**src/rtl/join_match_unit.sv**
```systemverilog
// Matching-memory join stage: pairs left/right operand packets on the same node into one joined packet.
// Optional JOIN_FLUSH_EN adds a synchronous 'flush' input that empties the matching store.
module join_match_unit #(
   parameter int NODE_W = 7,
   parameter int DATA_W = 16,
   parameter int DEPTH  = 8,
   parameter int PKT_W  = 15 + NODE_W + DATA_W
) (
   input  logic                      CLK,
   input  logic                      MR_N,
`ifdef JOIN_FLUSH_EN
   input  logic                      flush,
`endif
   input  logic                      in_valid,
   output logic                      in_ready,
   input  logic [PKT_W-1:0]          in_pkt,
   output logic                      out_valid,
   input  logic                      out_ready,
   output logic [PKT_W+DATA_W-1:0]   out_pkt,
   output logic [$clog2(DEPTH):0]    occupancy
);

   localparam int AW = $clog2(DEPTH);

   logic [2:0]        in_hdr;
   logic [7:0]        in_gen;
   logic [NODE_W-1:0] in_node;
   logic              in_lr, in_wait, in_f1, in_f0;
   logic [DATA_W-1:0] in_data;

   assign in_data = in_pkt[DATA_W-1:0];
   assign in_f0   = in_pkt[DATA_W];
   assign in_f1   = in_pkt[DATA_W+1];
   assign in_wait = in_pkt[DATA_W+2];
   assign in_lr   = in_pkt[DATA_W+3];
   assign in_node = in_pkt[DATA_W+4 +: NODE_W];
   assign in_gen  = in_pkt[DATA_W+4+NODE_W +: 8];
   assign in_hdr  = in_pkt[DATA_W+12+NODE_W +: 3];

   logic flush_now;
`ifdef JOIN_FLUSH_EN
   assign flush_now = flush;
`else
   assign flush_now = 1'b0;
`endif

   // The joined packet takes its flags from the arriving packet, so only node/lr/data are kept per entry
   logic [DEPTH-1:0]  ent_valid;
   logic [DEPTH-1:0]  ent_lr;
   logic [NODE_W-1:0] ent_node [DEPTH];
   logic [DATA_W-1:0] ent_data [DEPTH];

   logic [DEPTH-1:0]  eff_valid, next_valid;
   logic [AW:0]       eff_occ, next_occ;
   logic              hit, free_found;
   logic [AW-1:0]     hit_idx, free_idx;
   logic              accept, emit, store_new, take_hit;
   logic [DATA_W-1:0] data_left, data_right;

   // Search runs against the store as it will look after a same-cycle flush, lowest index winning
   always_comb begin
      eff_valid  = flush_now ? '0 : ent_valid;
      eff_occ    = flush_now ? '0 : occupancy;
      hit        = 1'b0;
      hit_idx    = '0;
      free_found = 1'b0;
      free_idx   = '0;
      for (int i = DEPTH - 1; i >= 0; i--) begin
         if (eff_valid[i] && ent_node[i] == in_node && ent_lr[i] != in_lr) begin
            hit     = 1'b1;
            hit_idx = AW'(i);
         end
         if (!eff_valid[i]) begin
            free_found = 1'b1;
            free_idx   = AW'(i);
         end
      end
   end

   assign in_ready  = MR_N && (!out_valid || out_ready) && (free_found || !in_wait || hit);
   assign accept    = in_valid && in_ready;
   assign take_hit  = accept && in_wait && hit;
   assign store_new = accept && in_wait && !hit;
   assign emit      = accept && (!in_wait || hit);

   always_comb begin
      next_valid = eff_valid;
      next_occ   = eff_occ;
      data_left  = in_data;
      data_right = '0;
      if (store_new) begin
         next_valid[free_idx] = 1'b1;
         next_occ             = eff_occ + (AW+1)'(1);
      end
      if (take_hit) begin
         next_valid[hit_idx] = 1'b0;
         next_occ            = eff_occ - (AW+1)'(1);
         if (in_lr) begin
            data_left  = ent_data[hit_idx];
            data_right = in_data;
         end else begin
            data_right = ent_data[hit_idx];
         end
      end
   end

   always_ff @(posedge CLK or negedge MR_N) begin
      if (!MR_N) begin
         ent_valid <= '0;
         ent_lr    <= '0;
         for (int i = 0; i < DEPTH; i++) begin
            ent_node[i] <= '0;
            ent_data[i] <= '0;
         end
         occupancy <= '0;
         out_valid <= 1'b0;
         out_pkt   <= '0;
      end else begin
         ent_valid <= next_valid;
         occupancy <= next_occ;
         if (store_new) begin
            ent_node[free_idx] <= in_node;
            ent_lr[free_idx]   <= in_lr;
            ent_data[free_idx] <= in_data;
         end
         if (emit) begin
            out_valid <= 1'b1;
            out_pkt   <= {in_hdr, in_gen, in_node, 1'b0, in_wait, in_f1, in_f0, data_left, data_right};
         end else if (out_ready) begin
            out_valid <= 1'b0;
         end
      end
   end

endmodule
```
**config.mk**
```make
export PLATFORM = sky130hd
export DESIGN_NAME = join_match_unit
export DESIGN_NICKNAME = d
export VERILOG_FILES = /design/src/rtl/join_match_unit.sv
export SDC_FILE = /design/constraint.sdc
export NUM_CORES = 1
export LEC_CHECK = 0
export BUFFER_PORTS_ARGS = -buffer_cell sky130_fd_sc_hd__buf_2
export CAP_MARGIN = 5
export CORE_ASPECT_RATIO = 1.5
export CORE_MARGIN = 1.5
export CORE_UTILIZATION = 39
export CTS_BUF_LIST = sky130_fd_sc_hd__clkbuf_16
export DETAILED_ROUTE_END_ITERATION = 6
export HOLD_SLACK_MARGIN = 0.06
export SLEW_MARGIN = 20
export SYNTH_ARGS = -nofsm -noshare
export SYNTH_HDL_FRONTEND = slang
export SYNTH_SLANG_ARGS = --single-unit
```
**constraint.sdc**
```tcl
create_clock -name CLK -period 7.8 [get_ports CLK]
set_clock_uncertainty 0.15 [all_clocks]
set_input_delay 0.78 -clock CLK [delete_from_list [all_inputs] [get_ports CLK]]
set_output_delay 0.78 -clock CLK [all_outputs]
set_load 0.1 [all_outputs]
```
---- Yosys cells after proc, flatten, opt, wreduce, memory -nomap -nowiden ----
Index checks and enable logic that the tools add are counted.
storage, ports and cells
  bits in registers ....................... 258
  latch bits .............................. 0
  bits in writable memories ............... 0
  bits in read-only memories .............. 0
  input port bits ......................... 42
  output and inout port bits .............. 60
  word-level logic and storage cells ...... 142
  memories ................................ 0
cells by class
  add/subtract/negate cells ............... 2
  $mul .................................... 0
  div/mod/pow operators ................... 0
  $lt $le $gt $ge ......................... 7
  equality and inequality tests ........... 16
  shifts and indexed selects .............. 0
  multiplexer cells ....................... 56
  bitwise gates (word level) .............. 5
  reduce and logical (&&, ||, !) cells .... 35
operators by type and width
  kind                                                 number
  bitwise mux 128 bit                                  1
  2-to-1 mux 16 bit                                    7
  bitwise mux 56 bit                                   1
  equality test 7 bit                                  8
  binary-select mux 16 bit (select 3 bit)              1
  demux 16 bit (select 3 bit)                          1
  2-to-1 mux 3 bit                                     16
  logical AND 1 bit                                    26
  demux 7 bit (select 3 bit)                           1
  2-to-1 mux 1 bit                                     20
  2-to-1 mux 8 bit                                     2
  bitwise AND 8 bit                                    1
  bitwise mux 8 bit                                    1
  >= comparator 4 bit, second input constant           2
  < comparator 3 x 4 -> 1 bit, second input constant   2
  2-to-1 mux 4 bit                                     2
  != test 1 bit                                        8
  inverter 3 -> 4 bit                                  2
  inverter 8 bit                                       1
  OR 8 bit                                             1
  2-to-1 mux 7 bit                                     1
  demux 1 bit (select 3 bit)                           2
  >= comparator 3 x 1 -> 1 bit, second input constant  2
  adder 4 x 1 -> 4 bit, second input constant          1
  5 further kinds                                      11

---- Longest topological paths before layout ----
  word-level depth ........................ 19
  mapped depth ............................ 16
  gate-level depth less buffers ........... 13

---- Least setup slack after synthesis ----
No wires, ideal clock.
  kind .................................... input to output
  start point ............................. input in_pkt[23]
  end point ............................... output in_ready
  arrival time ............................ 3.738 ns
  required time ........................... 6.870 ns
  slack ................................... 3.132 ns
  stages .................................. 9
  buffers on the path ..................... 3
  cell sequence ........................... buf_4 > buf_6 > xnor2_1 > nand3_1 > nor3_1 > nor4_4 > and3_1 > clkbuf_1 > a31oi_1
on the way
  word-level cells in the longest chain between the ends .. 13
  elaborated cells between the ends (all ways) .. 34
  classes of those cells .................. 8 x eq/ne; 8 x mux; 18 x reduce/logical
ends and longest elaborated chain
  what                            RTL line  RTL
  start: declaration              16        input logic [PKT_W-1:0] in_pkt,
  equality test 7 bit             69        if (eff_valid[i] && ent_node[i] == in_node && ent_lr[i] != in_lr) begin
  logical AND 1 bit (2 in a row)  69
  2-to-1 mux 1 bit (7 in a row)   69
  2-to-1 mux 1 bit (*)            69
  logical OR 1 bit (*)            80        assign in_ready = MR_N && (!out_valid || out_ready) && (free_found || !in_wait || hit);
  logical AND 1 bit (*)           80
  end: declaration                15        output logic in_ready,
Mark *: on every way between the ends. The rest lies on a longest branch, timed or not.

---- Worst setup path after layout ----
  start point ............................. input in_pkt[19]
  end point ............................... register occupancy[3]
on the way
  word-level cells in the longest chain between the ends .. 16
  elaborated cells between the ends (all ways) .. 33
  classes of those cells .................. 8 x eq/ne; 9 x mux; 16 x reduce/logical
ends and longest elaborated chain
  what                                                    RTL line  RTL
  != test 1 bit                                           69
  logical AND 1 bit                                       69
  2-to-1 mux 1 bit (7 in a row)                           69
  2-to-1 mux 1 bit (*)                                    69
  logical OR 1 bit                                        80
  logical AND 1 bit                                       80
  logical AND 1 bit                                       81        assign accept = in_valid && in_ready;
  logical AND 1 bit                                       82, 83
  logical AND 1 bit, on equally long branches             82, 83
  2-to-1 mux 4 bit or nonzero test 2 bit (tied branches)  n/a
  end signal: assignment                                  120       occupancy <= next_occ;
  end: declaration                                        20        output logic [$clog2(DEPTH):0] occupancy
Marked as above.
A chain may end at the register's enable or synchronous reset.

==> key figures <==
Run status
  – Outcome: finished clean

Pwr
  – Part of the power in registers: 0.436
  – Clock Power Share: 0.264
  – Sw Pwr: 1.666 mW
  – Maximum vdd drop: 0.0001372 V
  – Lkg Pwr: 6.587 nW
  – Total Power Consumption: 4.650 mW
  – Gate power share: 0.300
  – P_int: 2.984 mW
  – Power per cell area: 328.5 nW/um2
  – Sw Share: 0.3583

Placement
  – RePlAce Congestion: 0.7803
  – IO Port Bufs: 100
  – DP Worst Slack: 2484 ps
  – Hpwl dp: 20,280 um

Worst setup path
  – Crit path kind: in -> reg
  – Worst path cell trace: buf_2 -> xor2_1 -> nand3_1 -> nor3_2 -> buf_4 -> nor2_2 -> nand3_2 -> nand2_1 -> inv_1 -> ha_1 -> a21o_1 -> a21oi_1 -> xnor2_1 -> nand2_1 -> xnor2_1
  – Reg2reg start: ent_lr[0]$_DFFE_PN0P_
  – Worst setup SP type: input pin
  – Worst Path Required: 8080 ps
  – CP max stage cell: nand2_1
  – Worst path top cell family by delay: simple AND/OR/NAND/NOR gates
  – Reg2reg setup slack: 3400 ps
  – Crit Path Max Fanout: 28
  – CP Capture Type: register
  – Worst Path Buf+Inv: 3
  – Reg2Reg Capture Point: occupancy[3]$_DFFE_PN0P_
  – R2R depth: 14
  – Slowest Stage Delay on Critical Path: 760 ps
  – CP Data Arrival Time: 5030 ps

Route
  – DRT iter0 DRCs: 482
  – Drt wl/cell: 20.22 um
  – Vias per cell: 5.438
  – Remaining antenna violation count: 0
  – Drt pass-1 iters: 6
  – Routed wire length: 31,360 um
  – Post-route DRC violation count: 0
  – Routed vias: 8,435

Run
  – Max-cap violations: 0

Yosys
  – Mapped Cells: 1,064
  – Average cell area after synthesis: 11.88 um2
  – Synthesized flop and latch total: 258
  – Syn nets: 1,109
  – Synthesized area: 12,640 um2
  – Async S/R FF share, synth: 1.000
  – Post-synth EDFFs: 0
  – Ys Warns: 0
  – Most used DFF post-synth: dfrtp_1
  – Synth cell types: 57
  – Sequential fraction of the synthesis area: 0.5108

Timing
  – Unrepaired setup endpoints after global routing: no
  – Final Hold Vio Count: 0
  – Worst Tran Pin Value: 978.3 ps
  – Slew HR: 0.3478
  – Final worst slack: 3055 ps
  – Final Max Tran Viols: 0
  – Maximum clock rate: 0.2108 GHz
  – Min Clock Period, post-route: 4745 ps
  – Finish-stage setup viols: 0
  – Final period util: 0.6083
  – Fin Hold WS: 76.63 ps
  – Final TNS setup: 0 ps

Clocking
  – CTS Buf Count: 27
  – Hold-fix buffers, CTS: 0
  – Postcts setup bufs: 0
  – CTS Sinks: 258
  – TritonCTS clock tree: done
  – Clock Latency Late Sink: 550 ps
  – Max Root-Sink Buffers: 3
  – Resized Gates After CTS: 0
  – Reg clk slew, reported paths: 60 ps
  – H-tree depth: 1
  – Root Buffer: clkbuf_16

Layout
  – Synth-to-Final Area Change: 11.97%
  – FF/Latch Area: 6456 um2
  – # diodes: 0
  – Fill cell instance count of the final layout: 3,003
  – # nets final: 1,167
  – Layout cells sized above 1: 0.2831
  – Multi-input gate area: 5642 um2

Global route
  – Largest net degree at the start of global routing: 87
  – Total GRT Usage: 0.1950
  – Grt ovf: 0
  – First-pass GRT wire length: 50,670 um
  – Antenna violations before repair: 1
  – Vias in the first global route: 8,903

Min path
  – Worst Hold Class: in -> async

Floorplan
  – Ports: 102
  – Cell row count: 80
  – Die Area: 33,520 um2
  – Core area: 31,830 um2
  – Die Wd: 150.0 um
  – Die H: 223.5 um
  – Starting Density: 0.3971
[worst max path at each step]
stage | startpoint | end | slack (ps) | depth (start not counted)
global route | in_pkt[19] | occupancy[3]$_DFFE_PN0P_ | 2870 | 15
global placement | in_pkt[19] | ent_data[32]$_DFFE_PN0P_ | 2560 | 11
floorplan | in_pkt[23] | in_ready | 3130 | 9
CTS | in_pkt[19] | occupancy[3]$_DFFE_PN0P_ | 3080 | 15
detailed placement | in_pkt[19] | occupancy[3]$_DFFE_PN0P_ | 2480 | 15
finish | in_pkt[19] | occupancy[3]$_DFFE_PN0P_ | 3060 | 15
[final cells by class]
type,count,share of cell area
clock buffer,27,0.04774
clock inverter,21,0.01105
inverter,17,0.004509
multi-input combinational,700,0.3986
sequential,258,0.4562
tap,410,0.03625
timing repair buffer,118,0.04562
[per-stage QoR]
stage / instance area, um2 / instances / utilization
global route: 14150 / 1551 / 0.4446
global placement: 13320 / 1503 / 0.4185
CTS: 14150 / 1551 / 0.4446
floorplan: 12640 / 1064 / -
detailed placement: 13320 / 1503 / 0.4185
finish: 14150 / 1551 / 0.4446
[per-layer routing]
layer | vias up | GRT usage | share of wire
li1 | 3884 | - | -
met1 | 4338 | 0.2323 | 0.41
met2 | 149 | 0.3537 | 0.52
met3 | 62 | 0.02127 | 0.031
met4 | 2 | 0.07590 | 0.039
met5 | - | 0 | 0.00022
[cell usage after synthesis (all sizes together) (3+ instances only)]
cell type	n	area share
o32a	3	0.0024
mux2	210	0.19
o221ai	4	0.0028
o31ai	12	0.0071
a211oi	25	0.015
nor2b	15	0.0074
dfrtp	258	0.51
or3	12	0.0059
mux2i	30	0.024
buf	61	0.032
nor4	4	0.0049
a222oi	12	0.0095
o21ai	42	0.017
a21oi	25	0.010
nand3	17	0.0071
a2bb2oi	11	0.0076
inv	17	0.0050
a22o	8	0.0055
o21a	4	0.0024
nor2	11	0.0041
nor3	11	0.0055
xor2	10	0.0069
nand2	115	0.035
xnor2	58	0.040
and2	12	0.0059
a31oi	3	0.0015
and3	5	0.0025
clkbuf	28	0.0083
o211ai	11	0.0065
nand4	11	0.0054
a221oi	4	0.0028
[flip-flops by register name, summed over array words and instances (netlist names)]
| signal | flops |
|---|---|
| ent_data | 128 |
| out_pkt | 53 |
| occupancy | 4 |
| eff_valid | 8 |
| out_valid | 1 |
| ent_lr | 8 |
| ent_node | 56 |
[placed cells by master, fill, tap and decap left out, types with 5 or more instances in the layout]
cell type   count
nor2_1          9
nand4_1        11
and2_1         12
clkinvlp_4      5
nor2b_1        15
xnor2_1        58
mux2_1         61
nand3_1        16
clkinv_1        8
mux2i_1        30
mux2_2        149
dfrtp_1       258
nand2_1       111
a22o_1          8
and3_1          5
xor2_1         10
a211oi_1       24
or3_1          12
a21oi_1        23
buf_4          18
o21ai_0        39
a2bb2oi_1      11
o211ai_1       11
clkbuf_16      27
inv_1          21
a222oi_1       12
nor3_1          7
buf_2          99
o31ai_1        12
[worst register-to-register path, cell delays in order (launching register included)]
cell     delay, ps
dfrtp_1        390
xor2_1         150
nand3_1        120
nor3_2          50
buf_4          210
nor2_2         720
nand3_2        400
nand2_1        760
inv_1          230
ha_1           340
a21o_1         180
a21oi_1        210
xnor2_1        140
nand2_1         80
xnor2_1        160
[power groups by stage]
stage	Combinational (mW)	Sequential [mW]	Clock, mW
2_1_floorplan	0.750	2.39	0
3_3_place_gp	1.38	2.03	0
3_5_place_dp	1.41	2.05	0
4_1_cts	1.41	2.03	1.26
5_1_grt	1.51	2.09	1.32
6_report	1.39	2.03	1.23
[logic make-up after synthesis]
group,after synthesis,synth area share
fa+ha+maj,3,0.003563
xor+xnor,68,0.04712
other cells,1,0.0002967
flops,258,0.5108
simple gates,220,0.08939
mux,240,0.2108
buf+inv,106,0.04534
compound gates,168,0.09266
Note: power is estimated with default switching activity, not from simulation.
